$ cat src/rtl/output_writeback.sv
// Result write-back stage: buffers chip results in a FIFO, computes feature-map addresses
// and drains them to a ready/valid memory write port. Optional macro: OUTPUT_WRITEBACK_RELU_EN.
module output_writeback #(
  parameter int IO_DATA_WIDTH      = 16,
  parameter int FEATURE_MAP_WIDTH  = 1024,
  parameter int FEATURE_MAP_HEIGHT = 1024,
  parameter int OUTPUT_NB_CHANNELS = 64,
  parameter int FIFO_DEPTH         = 8,
  parameter int ADDR_WIDTH         = 32,
  parameter int CNT_WIDTH          = 32
) (
  input  logic                                  clk,
  input  logic                                  rst_in,
  input  logic                                  start,
  input  logic                                  chip_running,
  input  logic signed [IO_DATA_WIDTH-1:0]       in_data,
  input  logic                                  in_valid,
  input  logic [$clog2(FEATURE_MAP_WIDTH)-1:0]  in_x,
  input  logic [$clog2(FEATURE_MAP_HEIGHT)-1:0] in_y,
  input  logic [$clog2(OUTPUT_NB_CHANNELS)-1:0] in_ch,
  output logic                                  mem_we,
  output logic [ADDR_WIDTH-1:0]                 mem_addr,
  output logic [IO_DATA_WIDTH-1:0]              mem_wdata,
  input  logic                                  mem_ready,
  output logic                                  busy,
  output logic                                  done,
  output logic                                  overflow,
  output logic [CNT_WIDTH-1:0]                  write_count,
  output logic [CNT_WIDTH-1:0]                  drop_count
);

  localparam int PW = $clog2(FIFO_DEPTH);
  localparam logic [ADDR_WIDTH-1:0] FMW = ADDR_WIDTH'(FEATURE_MAP_WIDTH);
  localparam logic [ADDR_WIDTH-1:0] NCH = ADDR_WIDTH'(OUTPUT_NB_CHANNELS);

  typedef enum logic [1:0] {S_IDLE, S_ACTIVE, S_DRAIN, S_DONE} state_t;

  state_t state, state_next;
  logic   running_seen, seen_next;

  logic [PW:0] wr_ptr, rd_ptr, wr_ptr_next, rd_ptr_next;
  logic        fifo_empty, fifo_full;
  logic        push_req, push_accept, push_drop, pop;

  logic [ADDR_WIDTH-1:0]    push_addr;
  logic [IO_DATA_WIDTH-1:0] push_data;

  logic [ADDR_WIDTH-1:0]    addr_mem [FIFO_DEPTH];
  logic [IO_DATA_WIDTH-1:0] data_mem [FIFO_DEPTH];

  // Extra pointer MSB separates full (MSBs differ) from empty (MSBs equal).
  assign fifo_empty = (wr_ptr == rd_ptr);
  assign fifo_full  = (wr_ptr[PW] != rd_ptr[PW]) && (wr_ptr[PW-1:0] == rd_ptr[PW-1:0]);

  assign pop         = !fifo_empty && mem_ready;
  assign push_req    = in_valid && (state == S_ACTIVE || state == S_DRAIN);
  assign push_accept = push_req && (!fifo_full || pop);
  assign push_drop   = push_req && fifo_full && !pop;

  assign wr_ptr_next = wr_ptr + (PW+1)'(push_accept);
  assign rd_ptr_next = rd_ptr + (PW+1)'(pop);

  assign push_addr = ((ADDR_WIDTH'(in_y) * FMW) + ADDR_WIDTH'(in_x)) * NCH + ADDR_WIDTH'(in_ch);

`ifdef OUTPUT_WRITEBACK_RELU_EN
  assign push_data = in_data[IO_DATA_WIDTH-1] ? '0 : in_data;
`else
  assign push_data = in_data;
`endif

  // Outputs are forced to zero while empty so stale storage never shows on the port.
  assign mem_we    = !fifo_empty;
  assign mem_addr  = fifo_empty ? '0 : addr_mem[rd_ptr[PW-1:0]];
  assign mem_wdata = fifo_empty ? '0 : data_mem[rd_ptr[PW-1:0]];

  assign busy = (state == S_ACTIVE) || (state == S_DRAIN);
  assign done = (state == S_DONE);

  // NOTE: every variable gets a default before the case so no path can infer a latch.
  always_comb begin
    state_next = state;
    seen_next  = running_seen;
    case (state)
      S_IDLE: begin
        if (start) begin
          state_next = S_ACTIVE;
          seen_next  = 1'b0;
        end
      end
      S_ACTIVE: begin
        if (chip_running) seen_next = 1'b1;
        if (running_seen && !chip_running) state_next = S_DRAIN;
      end
      S_DRAIN: begin
        if (wr_ptr_next == rd_ptr_next) state_next = S_DONE;
      end
      S_DONE:  state_next = S_IDLE;
      default: state_next = S_IDLE;
    endcase
  end

  // NOTE: sequential state uses non-blocking assignments so all registers update together.
  always_ff @(posedge clk) begin
    if (rst_in) begin
      state        <= S_IDLE;
      running_seen <= 1'b0;
      wr_ptr       <= '0;
      rd_ptr       <= '0;
      overflow     <= 1'b0;
      write_count  <= '0;
      drop_count   <= '0;
    end else begin
      state        <= state_next;
      running_seen <= seen_next;
      wr_ptr       <= wr_ptr_next;
      rd_ptr       <= rd_ptr_next;
      if (state == S_IDLE && start) begin
        overflow    <= 1'b0;
        write_count <= '0;
        drop_count  <= '0;
      end else begin
        if (pop && write_count != '1) write_count <= write_count + 1'b1;
        if (push_drop) begin
          overflow <= 1'b1;
          if (drop_count != '1) drop_count <= drop_count + 1'b1;
        end
      end
    end
  end

  // NOTE: FIFO storage is not reset; the pointers alone define which entries are valid.
  always_ff @(posedge clk) begin
    if (push_accept) begin
      addr_mem[wr_ptr[PW-1:0]] <= push_addr;
      data_mem[wr_ptr[PW-1:0]] <= push_data;
    end
  end

endmodule

$ cat config.mk
export PLATFORM = sky130hd
export DESIGN_NAME = output_writeback
export DESIGN_NICKNAME = d
export VERILOG_FILES = /design/src/rtl/output_writeback.sv
export SDC_FILE = /design/constraint.sdc
export NUM_CORES = 1
export LEC_CHECK = 0
export ABC_AREA = 0
export CAP_MARGIN = 10
export CORE_MARGIN = 3
export CORE_UTILIZATION = 49
export CTS_CLUSTER_SIZE = 16
export DETAILED_ROUTE_END_ITERATION = 10
export PLACE_DENSITY = 0.79
export SLEW_MARGIN = 20
export SYNTH_ARGS = -nofsm -noshare
export SYNTH_HDL_FRONTEND = slang
export SYNTH_SLANG_ARGS = --single-unit
$ cat constraint.sdc
create_clock -name clk -period 7.95 [get_ports clk]
set_input_delay 2.385 -clock clk [delete_from_list [all_inputs] [get_ports clk]]
set_output_delay 2.385 -clock clk [all_outputs]
set_load 0.005 [all_outputs]
# ---- Yosys cells after proc, flatten, opt, wreduce, memory -nomap -nowiden
# Memories as Yosys holds them, arrays and structs flattened. A register that Yosys moved wholly into a read port is not among the register bits.
# Cells that the tools add are included.
dict set report totals {
  word_cells 62
  output_inout_bits 116
  mem_count 2
  mem_bits_ro 0
  latch_bits 0
  ff_bits 76
  ram_bits 352
  inputBits 48
}
dict set report op_classes {
  reduce_logical 21
  add_sub_neg 6
  n_div 0
  n_shift 0
  mul 0
  magnitude_cmp 0
  n_mux 13
  bitwise_logic 0
  n_eq_ne 13
}
# name depth word_bits rd rd_clocked_by_memory_dff write_ports line_no
set mem_list {}
lappend mem_list {addr_mem 8 28 1 1 1 48} ;# logic [ADDR_WIDTH-1:0] addr_mem [FIFO_DEPTH];
lappend mem_list {data_mem 8 16 1 1 1 49} ;# logic [IO_DATA_WIDTH-1:0] data_mem [FIFO_DEPTH];
# op count
set ops {}
lappend ops {{adder 32 x 1 -> 32 bit, second input constant} 2}
lappend ops {{inequality test 32 bit, second input constant} 2}
lappend ops {{2-to-1 mux 32 bit} 1}
lappend ops {{adder 27 x 6 -> 28 bit} 1}
lappend ops {{adder 20 x 10 -> 21 bit} 1}
lappend ops {{2-to-1 mux 16 bit} 1}
lappend ops {{logical AND 1 bit} 9}
lappend ops {{adder 4 x 1 -> 4 bit} 2}
lappend ops {{== test 4 bit} 2}
lappend ops {{case mux 2 bit (4 select lines)} 1}
lappend ops {{2-to-1 mux 2 bit} 3}
lappend ops {{2-to-1 mux 3 bit} 2}
lappend ops {{AND reduction 3 bit} 2}
lappend ops {{== test 2 bit, second input constant} 2}
lappend ops {{logical NOT 1 bit} 4}
lappend ops {{2-to-1 mux 1 bit} 4}
lappend ops {{inequality test 2 x 1 -> 1 bit, second input constant} 2}
lappend ops {{inequality test 2 bit, second input constant} 2}
lappend ops {{== test 3 bit} 1}
lappend ops {{== test 2 x 1 -> 1 bit, second input constant} 1}
lappend ops {{logical NOT 2 bit} 1}
lappend ops {{logical OR 1 bit} 2}
lappend ops {{case mux 1 bit (2 select lines)} 1}
lappend ops {{AND reduction 2 bit} 1}
lappend ops {{other kinds (3)} 3}

# ---- Depth between registers and ports, before layout
# Gate-level depths: netlist of the first run.
dict set report depth {
  word_depth 9
  depth_mapped 11
  depth_no_buf 11
}

# ---- Worst setup path before layout of the first run
# Ideal clock, no wire load.
dict set report synth_timing {
  path_kind {input port to flip-flop}
  start {in in_valid}
  end {mem addr_mem[4][0] (netlist bit) (enable)}
  required_ns 7.448
  slack_ns 1.530
  arrival_ns 5.918
  n_path_buf 0
  cell_stages 4
  setup_time_ns 0.502
  cell_sequence {nand2_1 > o21ba_2 > nand2b_1 > nor3b_1}
}
dict set report synth_between {
  elab_chain_cells 4
}
# item line_no
set synth_rtl {}
lappend synth_rtl {{from (decl)} 17} ;# input logic in_valid,
lappend synth_rtl {{logical AND 1 bit} 56} ;# assign push_req = in_valid && (state == S_ACTIVE || state == S_DRAIN);
lappend synth_rtl {{logical AND 1 bit} 57} ;# assign push_accept = push_req && (!fifo_full || pop);
lappend synth_rtl {{2-to-1 mux 1 bit} 133} ;# if (push_accept) begin
lappend synth_rtl {{2-to-1 mux 1 bit (implied by the code)} 134} ;# addr_mem[wr_ptr[PW-1:0]] <= push_addr;
lappend synth_rtl {{to (decl)} 48}
# No other way between the ends.

# ---- Final worst setup path of the first run
dict set report layout_timing {
  start {reg rd_ptr[2]}
  end {out mem_wdata[8]}
}
dict set report layout_between {
  elab_chain_cells 2
}
# item line_no
set layout_rtl {}
lappend layout_rtl {{from (decl)} 41} ;# logic [PW:0] wr_ptr, rd_ptr, wr_ptr_next, rd_ptr_next;
lappend layout_rtl {{from (signal assigned)} 116} ;# rd_ptr <= rd_ptr_next;
lappend layout_rtl {{== test 4 bit} 52} ;# assign fifo_empty = (wr_ptr == rd_ptr);
lappend layout_rtl {{2-to-1 mux 16 bit} 74} ;# assign mem_wdata = fifo_empty ? '0 : data_mem[rd_ptr[PW-1:0]];
lappend layout_rtl {{to (decl)} 23} ;# output logic [IO_DATA_WIDTH-1:0] mem_wdata,
# No other way between the ends.

==> results.py, run 1 <==
metrics = {
    "placed_design": {
        "io_buffers": 157,
        "routabilityCongestion": 0.8458,
        "hpwlAfterDp_um": 20040,
    },
    "floorplan": {
        "fp.coreArea_um2": 33700,
        "num_rows": 67,
        "die_y_um": 191.4,
        "die_area_um2": 36630,
        "io_pins": 164,
        "initial_utilization": 0.4997,
        "die-width_um": 191.4,
    },
    "timing": {
        "fin_hold_ws_ns": 0.5042,
        "setup_viol_count_final": 0,
        "drv_slew": 0,
        "fin_tns_setup_ns": 0,
        "fmax_ghz": 0.1721,
        "tightest_slew_ns": 0.9638,
        "finalCritPeriodShare": 0.7311,
        "timing.slew.headroom": 0.3575,
        "clock_skew_ns": 0.01381,
        "final_hold_viol_count": 0,
        "rsz0062_at_grt": "no",
        "finalCriticalPeriod_ns": 5.812,
    },
    "routing": {
        "drtAntennaViolNets": 0,
        "drt_iter0_drc": 692,
        "wl_per_cell_um": 20.76,
        "dr.pass1.iters": 4,
        "post-route-drc-count": 0,
        "drt-total-wl_um": 34900,
        "via_per_inst": 5.870,
        "vias": 9868,
    },
    "pwr": {
        "switching_power_mw": 1.387,
        "p_per_area_nw_per_um2": 274.6,
        "p_comb_frac": 0.208,
        "p_seq_frac": 0.455,
        "intPower_mw": 4.174,
        "p_clk_frac": 0.337,
        "p_leak_nw": 6.189,
        "switching_share": 0.2495,
        "vdd_drop_max_mv": 0.2024,
    },
    "final_layout": {
        "nNetsFinal": 1261,
        "post_route_cells_drive_above_1_share": 0.1484,
        "num_antenna_cells": 0,
        "syn2layout_area_growth_pct": 20.25,
    },
    "logic_synthesis": {
        "synth_top_area_frac": 0.5992,
        "ys_ff_latch": 412,
        "async_flop_share": 0,
        "seq_area_frac_synth": 0.6895,
        "synth_edf_count": 336,
        "synthTopCellsByArea": "edfxtp_1, mux4_2, dfxtp_1",
        "postSynthCellCount": 1040,
        "synth_ff_type": "edfxtp_1",
        "netlist_area_um2": 16840,
        "yosysMostFrequentCell": "edfxtp_1",
        "synth_area_per_cell_um2": 16.19,
        "yosysWarnings": 0,
        "synth_cell_types": 45,
        "synth_area_leader_cell": "edfxtp_1",
        "synth_common_cells": "edfxtp_1, mux4_2, dfxtp_1",
    },
    "global_route": {
        "antenna_found_initial": 1,
        "gr-total-overflow": 0,
        "grt_pass1_vias": 9786,
        "grt_max_degree": 60,
        "grt_pass1_wl_um": 54140,
        "grt_usage": 0.1893,
    },
    "clocking": {
        "clock_latency_ns": 0.53,
        "cts_sinks": 412,
        "path_clk_slew_ns": 0.06,
        "cts_buffers": 42,
        "root_buffer": "clkbuf_16",
        "cts_resized": 0,
        "cts_tree": "yes",
        "htreeDepth": 2,
        "cts_hold_buf": 0,
        "post-cts-setup-buffers": 0,
        "clk_path_buf_depth": 3,
    },
    "setup_path": {
        "cp_cell_sequence": "buf_4, xor2_1, or3_4, nor2_4, buf_4, nor2_1, clkdlybuf4s50_1",
        "cp.arrival_ns": 3.43,
        "crit_path_end_kind": "output pin",
        "slowest_stage": "buf_4",
        "crit_top_cell": "buf_4",
        "critical_path_class": "reg -> out",
        "crit_path_start_kind": "flip-flop",
        "cp.required_ns": 5.57,
        "critPathMaxStageDelay_ns": 0.73,
        "critPathMaxFanout": 45,
    },
    "outcome": {
        "status": "complete, no violations",
    },
    "job": {
        "drv_cap": 0,
    },
    "worst_hold_path": {
        "min_path_type": "reg -> reg",
    },
}
## area by class of cell
| type | count | area (um^2) |
|---|---|---|
| Clock buffer | 56 | 1129 |
| Clock inverter | 19 | 190.2 |
| Fill cell | 2495 | 13450 |
| Inverter | 7 | 26.28 |
| Multi-Input combinational cell | 560 | 4987 |
| Sequential cell | 412 | 11620 |
| Tap cell | 448 | 560.5 |
| Timing Repair Buffer | 179 | 1737 |
## per-stage QoR
step	utilization	instances	area, um^2	setup WS, ns	power, mW
6_report	0.6009	1681	20250	2.138	5.561
5_1_grt	0.6009	1681	20250	1.860	5.814
4_1_cts	0.6007	1681	20240	2.050	5.634
3_5_place_dp	0.5616	1606	18930	2.627	3.753
2_1_floorplan	-	1045	16860	1.530	3.230
3_3_place_gp	0.5616	1606	18930	2.637	3.726
## placed cells by master, fill, tap and decap left out, types with 16 or more instances in the layout
cell / instances
edfxtp_1: 336
clkdlybuf4s50_1: 157
mux4_2: 84
dfxtp_1: 73
nor2_1: 59
a21oi_1: 55
mux2i_1: 48
nand2_1: 43
clkbuf_16: 43
or4_1: 32
o31ai_1: 31
nand3_1: 27
buf_4: 22
nand4_1: 18
or3_1: 16
o21ai_0: 16
## registers in the layout, summed over array words and instances, names as in the netlist
name / flops
addr_mem: 208
data_mem: 128
drop_count: 32
overflow: 1
rd_ptr: 4
running_seen: 1
state: 2
wr_ptr: 4
write_count: 32
## cells by family (layout without fill, tap and decap cells)
| group | Yosys count | after routing | share of synthesized area |
|---|---|---|---|
| xor gates and xnor gates | 15 | 15 | 0.007802 |
| other | 1 | 6 | 0.0002227 |
| DFF | 412 | 412 | 0.6895 |
| AOI/OAI and AO/OA | 126 | 126 | 0.04673 |
| buffers and inverters | 73 | 261 | 0.01902 |
| adders and majority gates | 11 | 11 | 0.008173 |
| muxes | 132 | 132 | 0.1409 |
| and+or+nand+nor | 270 | 270 | 0.08767 |
## worst max-delay path, delay by kind of cell (launching register included)
family / cells / cell delay (ns)
XOR/XNOR: 1 / 0.19
buffers and inverters: 3 / 1.62
flip-flops: 1 / 0.31
AND/OR/NAND/NOR: 3 / 0.70
## routing by layer
metal	track usage	vias up	wire length (um)
met5	0	-	8
met4	0.03867	2	573
met3	0.03759	50	2513
met2	0.3186	326	16920
met1	0.2597	4999	14880
li1	-	4491	-
## power by group through the flow
stage	registers, mW	clock network [mW]	logic [mW]
2_1_floorplan	2.52	0	0.706
3_3_place_gp	2.57	0	1.16
3_5_place_dp	2.58	0	1.17
4_1_cts	2.54	1.92	1.18
5_1_grt	2.55	2.01	1.26
6_report	2.53	1.88	1.15
## path summary, 6_finish.rpt
path	from	end	slack [ns]	cells after the start
worst max register to register	rd_ptr[2]$_SDFF_PP0_	state[1]$_SDFFE_PP0P_	4.36	12
worst min-delay path	write_count[5]$_SDFFE_PP0P_	write_count[5]$_SDFFE_PP0P_	0.50	2
worst min register to register	write_count[5]$_SDFFE_PP0P_	write_count[5]$_SDFFE_PP0P_	0.50	2
worst max-delay path	rd_ptr[2]$_SDFF_PP0_	mem_wdata[8]	2.14	7
Power figures use the tool's default switching activity.
==> inputs of run 2 (changes only) <==
PLACE_DENSITY = 0.82   (was 0.79)
clock period = 4.7 ns   (was 7.95 ns; I/O delays follow)
==> run 2 against run 1 <==
Register-to-register slack worse by 3.0 ns. Largest power group unchanged. Sequential power is 66% higher. Worst hold slack worse by 0.0012 ns. Setup slack got worse by 1.9 ns. Clock power grew 79%. Flip-flop and latch count unchanged.
==> results.py, run 2 (synthesis gave the netlist of run 1 again) <==
metrics = {
    "final_layout": {
        "fin_util": 0.6071,
        "final_common_cell": "edfxtp_1",
        "layout_common_cells": "edfxtp_1, clkdlybuf4s50_1, mux4_2",
        "post_route_cells_drive_above_1_share": 0.1503,
        "syn2layout_area_growth_pct": 21.49,
        "largest_reg_flops": 208,
        "num_antenna_cells": 0,
        "instances_no_fill": 1679,
        "nNetsFinal": 1257,
    },
    "global_route": {
        "gr-total-overflow": 0,
        "grt_pass1_vias": 9920,
        "grt_max_degree": 87,
        "grt_pass1_wl_um": 56470,
        "antenna_found_initial": 1,
        "grt_usage": 0.1984,
    },
    "worst_hold_path": {
        "min_path_type": "reg -> reg",
        "hp-start": "overflow$_SDFFE_PP0P_",
        "hold-path-cell-count": 2,
    },
    "floorplan": {
        "die_y_um": 191.4,
        "fp.coreArea_um2": 33700,
        "die_area_um2": 36630,
        "io_pins": 164,
        "num_rows": 67,
        "die-width_um": 191.4,
        "initial_utilization": 0.4997,
    },
    "routing": {
        "drtAntennaViolNets": 0,
        "drt_iter0_drc": 870,
        "vias": 9907,
        "post-route-drc-count": 0,
        "wl_per_cell_um": 21.35,
        "drt-total-wl_um": 35850,
        "via_per_inst": 5.901,
        "dr.pass1.iters": 5,
    },
    "setup_path": {
        "crit_path_start_kind": "flip-flop",
        "cp_cell_sequence": "xor2_1, or3_4, nor2_4, buf_12, nor2_1, clkdlybuf4s50_1",
        "slowest_stage": "dfxtp_1",
        "critPathMaxStageDelay_ns": 0.66,
        "critical_path_class": "reg -> out",
        "reg2reg_depth": 10,
        "crit_path_end_kind": "output pin",
        "cp.arrival_ns": 3.05,
        "cp-startpoint": "wr_ptr[2]$_SDFF_PP0_",
        "cp.required_ns": 3.29,
        "critPathMaxFanout": 31,
        "worstReg2RegStart": "wr_ptr[2]$_SDFF_PP0_",
    },
    "pwr": {
        "switching_power_mw": 2.438,
        "p_per_area_nw_per_um2": 472.7,
        "intPower_mw": 7.233,
        "p_clk_frac": 0.348,
        "switching_share": 0.2521,
        "p_leak_nw": 6.247,
        "vdd_drop_max_mv": 0.4213,
        "p_comb_frac": 0.217,
        "p_seq_frac": 0.435,
    },
    "timing": {
        "finalCritPeriodShare": 0.9482,
        "setup_viol_count_final": 0,
        "clock_skew_ns": 0.02117,
        "drv_slew": 0,
        "timing.slew.headroom": 0.3735,
        "finalCriticalPeriod_ns": 4.457,
        "rsz0062_at_grt": "no",
        "tightest_slew_ns": 0.9398,
        "fmax_ghz": 0.2244,
        "final_hold_viol_count": 0,
        "fin_hold_ws_ns": 0.5030,
        "setup_slack_ns": 0.2433,
    },
    "clocking": {
        "cts_tree": "yes",
        "htreeDepth": 2,
        "cts_buffers": 43,
        "cts_sinks": 412,
        "post-cts-setup-buffers": 0,
        "cts_resized": 0,
        "path_clk_slew_ns": 0.06,
        "cts_hold_buf": 0,
        "clk_path_buf_depth": 3,
        "root_buffer": "clkbuf_16",
        "clock_latency_ns": 0.54,
    },
    "placed_design": {
        "hpwlAfterDp_um": 19880,
        "io_buffers": 157,
        "dp_slack_ns": 0.7230,
        "dp_cells": 1601,
        "routabilityCongestion": 0.8411,
    },
    "job": {
        "drv_cap": 0,
    },
    "outcome": {
        "status": "complete, no violations",
    },
}
-- run 2: worst paths after layout --
| check | end | slack [ns] |
|---|---|---|
| max | mem_addr[11] | 0.24 |
| min | overflow$_SDFFE_PP0P_ | 0.50 |
| max reg2reg | state[1]$_SDFFE_PP0P_ | 1.41 |
| min reg2reg | overflow$_SDFFE_PP0P_ | 0.50 |
-- run 2: power by group through the flow --
stage	Clock, mW	Sequential (mW)	Combinational (mW)
after floorplan	0	4.27	1.20
final	3.37	4.21	2.10
after detailed placement	0	4.28	2.11
after CTS	3.44	4.21	2.14
after global routing	3.59	4.22	2.30
after global placement	0	4.27	2.09
-- run 2: per-layer routing --
layer | vias to the layer above | global-route usage | routed length [um]
met5 | - | 0 | 13
met4 | 2 | 0.04036 | 537
met3 | 51 | 0.03649 | 2699
met2 | 364 | 0.3287 | 17370
met1 | 4997 | 0.2790 | 15230
li1 | 4493 | - | -
-- run 2: final cells by class --
class,count,area [um^2]
Inverter,7,26.28
Clock buffer,53,1137
Sequential cell,412,11620
Multi-Input combinational cell,560,5014
Timing Repair Buffer,174,1824
Clock inverter,25,277.8
Tap cell,448,560.5
Fill cell,2429,13240
-- run 2: metrics by stage --
| step | setup TNS (ns) | instance area (um^2) | power [mW] |
|---|---|---|---|
| final | 0 | 20460 | 9.670 |
| after global routing | 0 | 20460 | 10.11 |
| after CTS | 0 | 20450 | 9.793 |
| after detailed placement | 0 | 19030 | 6.397 |
| after global placement | 0 | 19030 | 6.357 |
| after floorplan | -82.28 | 16870 | 5.462 |
-- run 2: critical path: cells and delay by family (launching register included) --
kind | cells | cell delay [ns]
DFF | 1 | 0.66
buffers and inverters | 2 | 0.76
xor gates and xnor gates | 1 | 0.17
and+or+nand+nor | 3 | 0.91
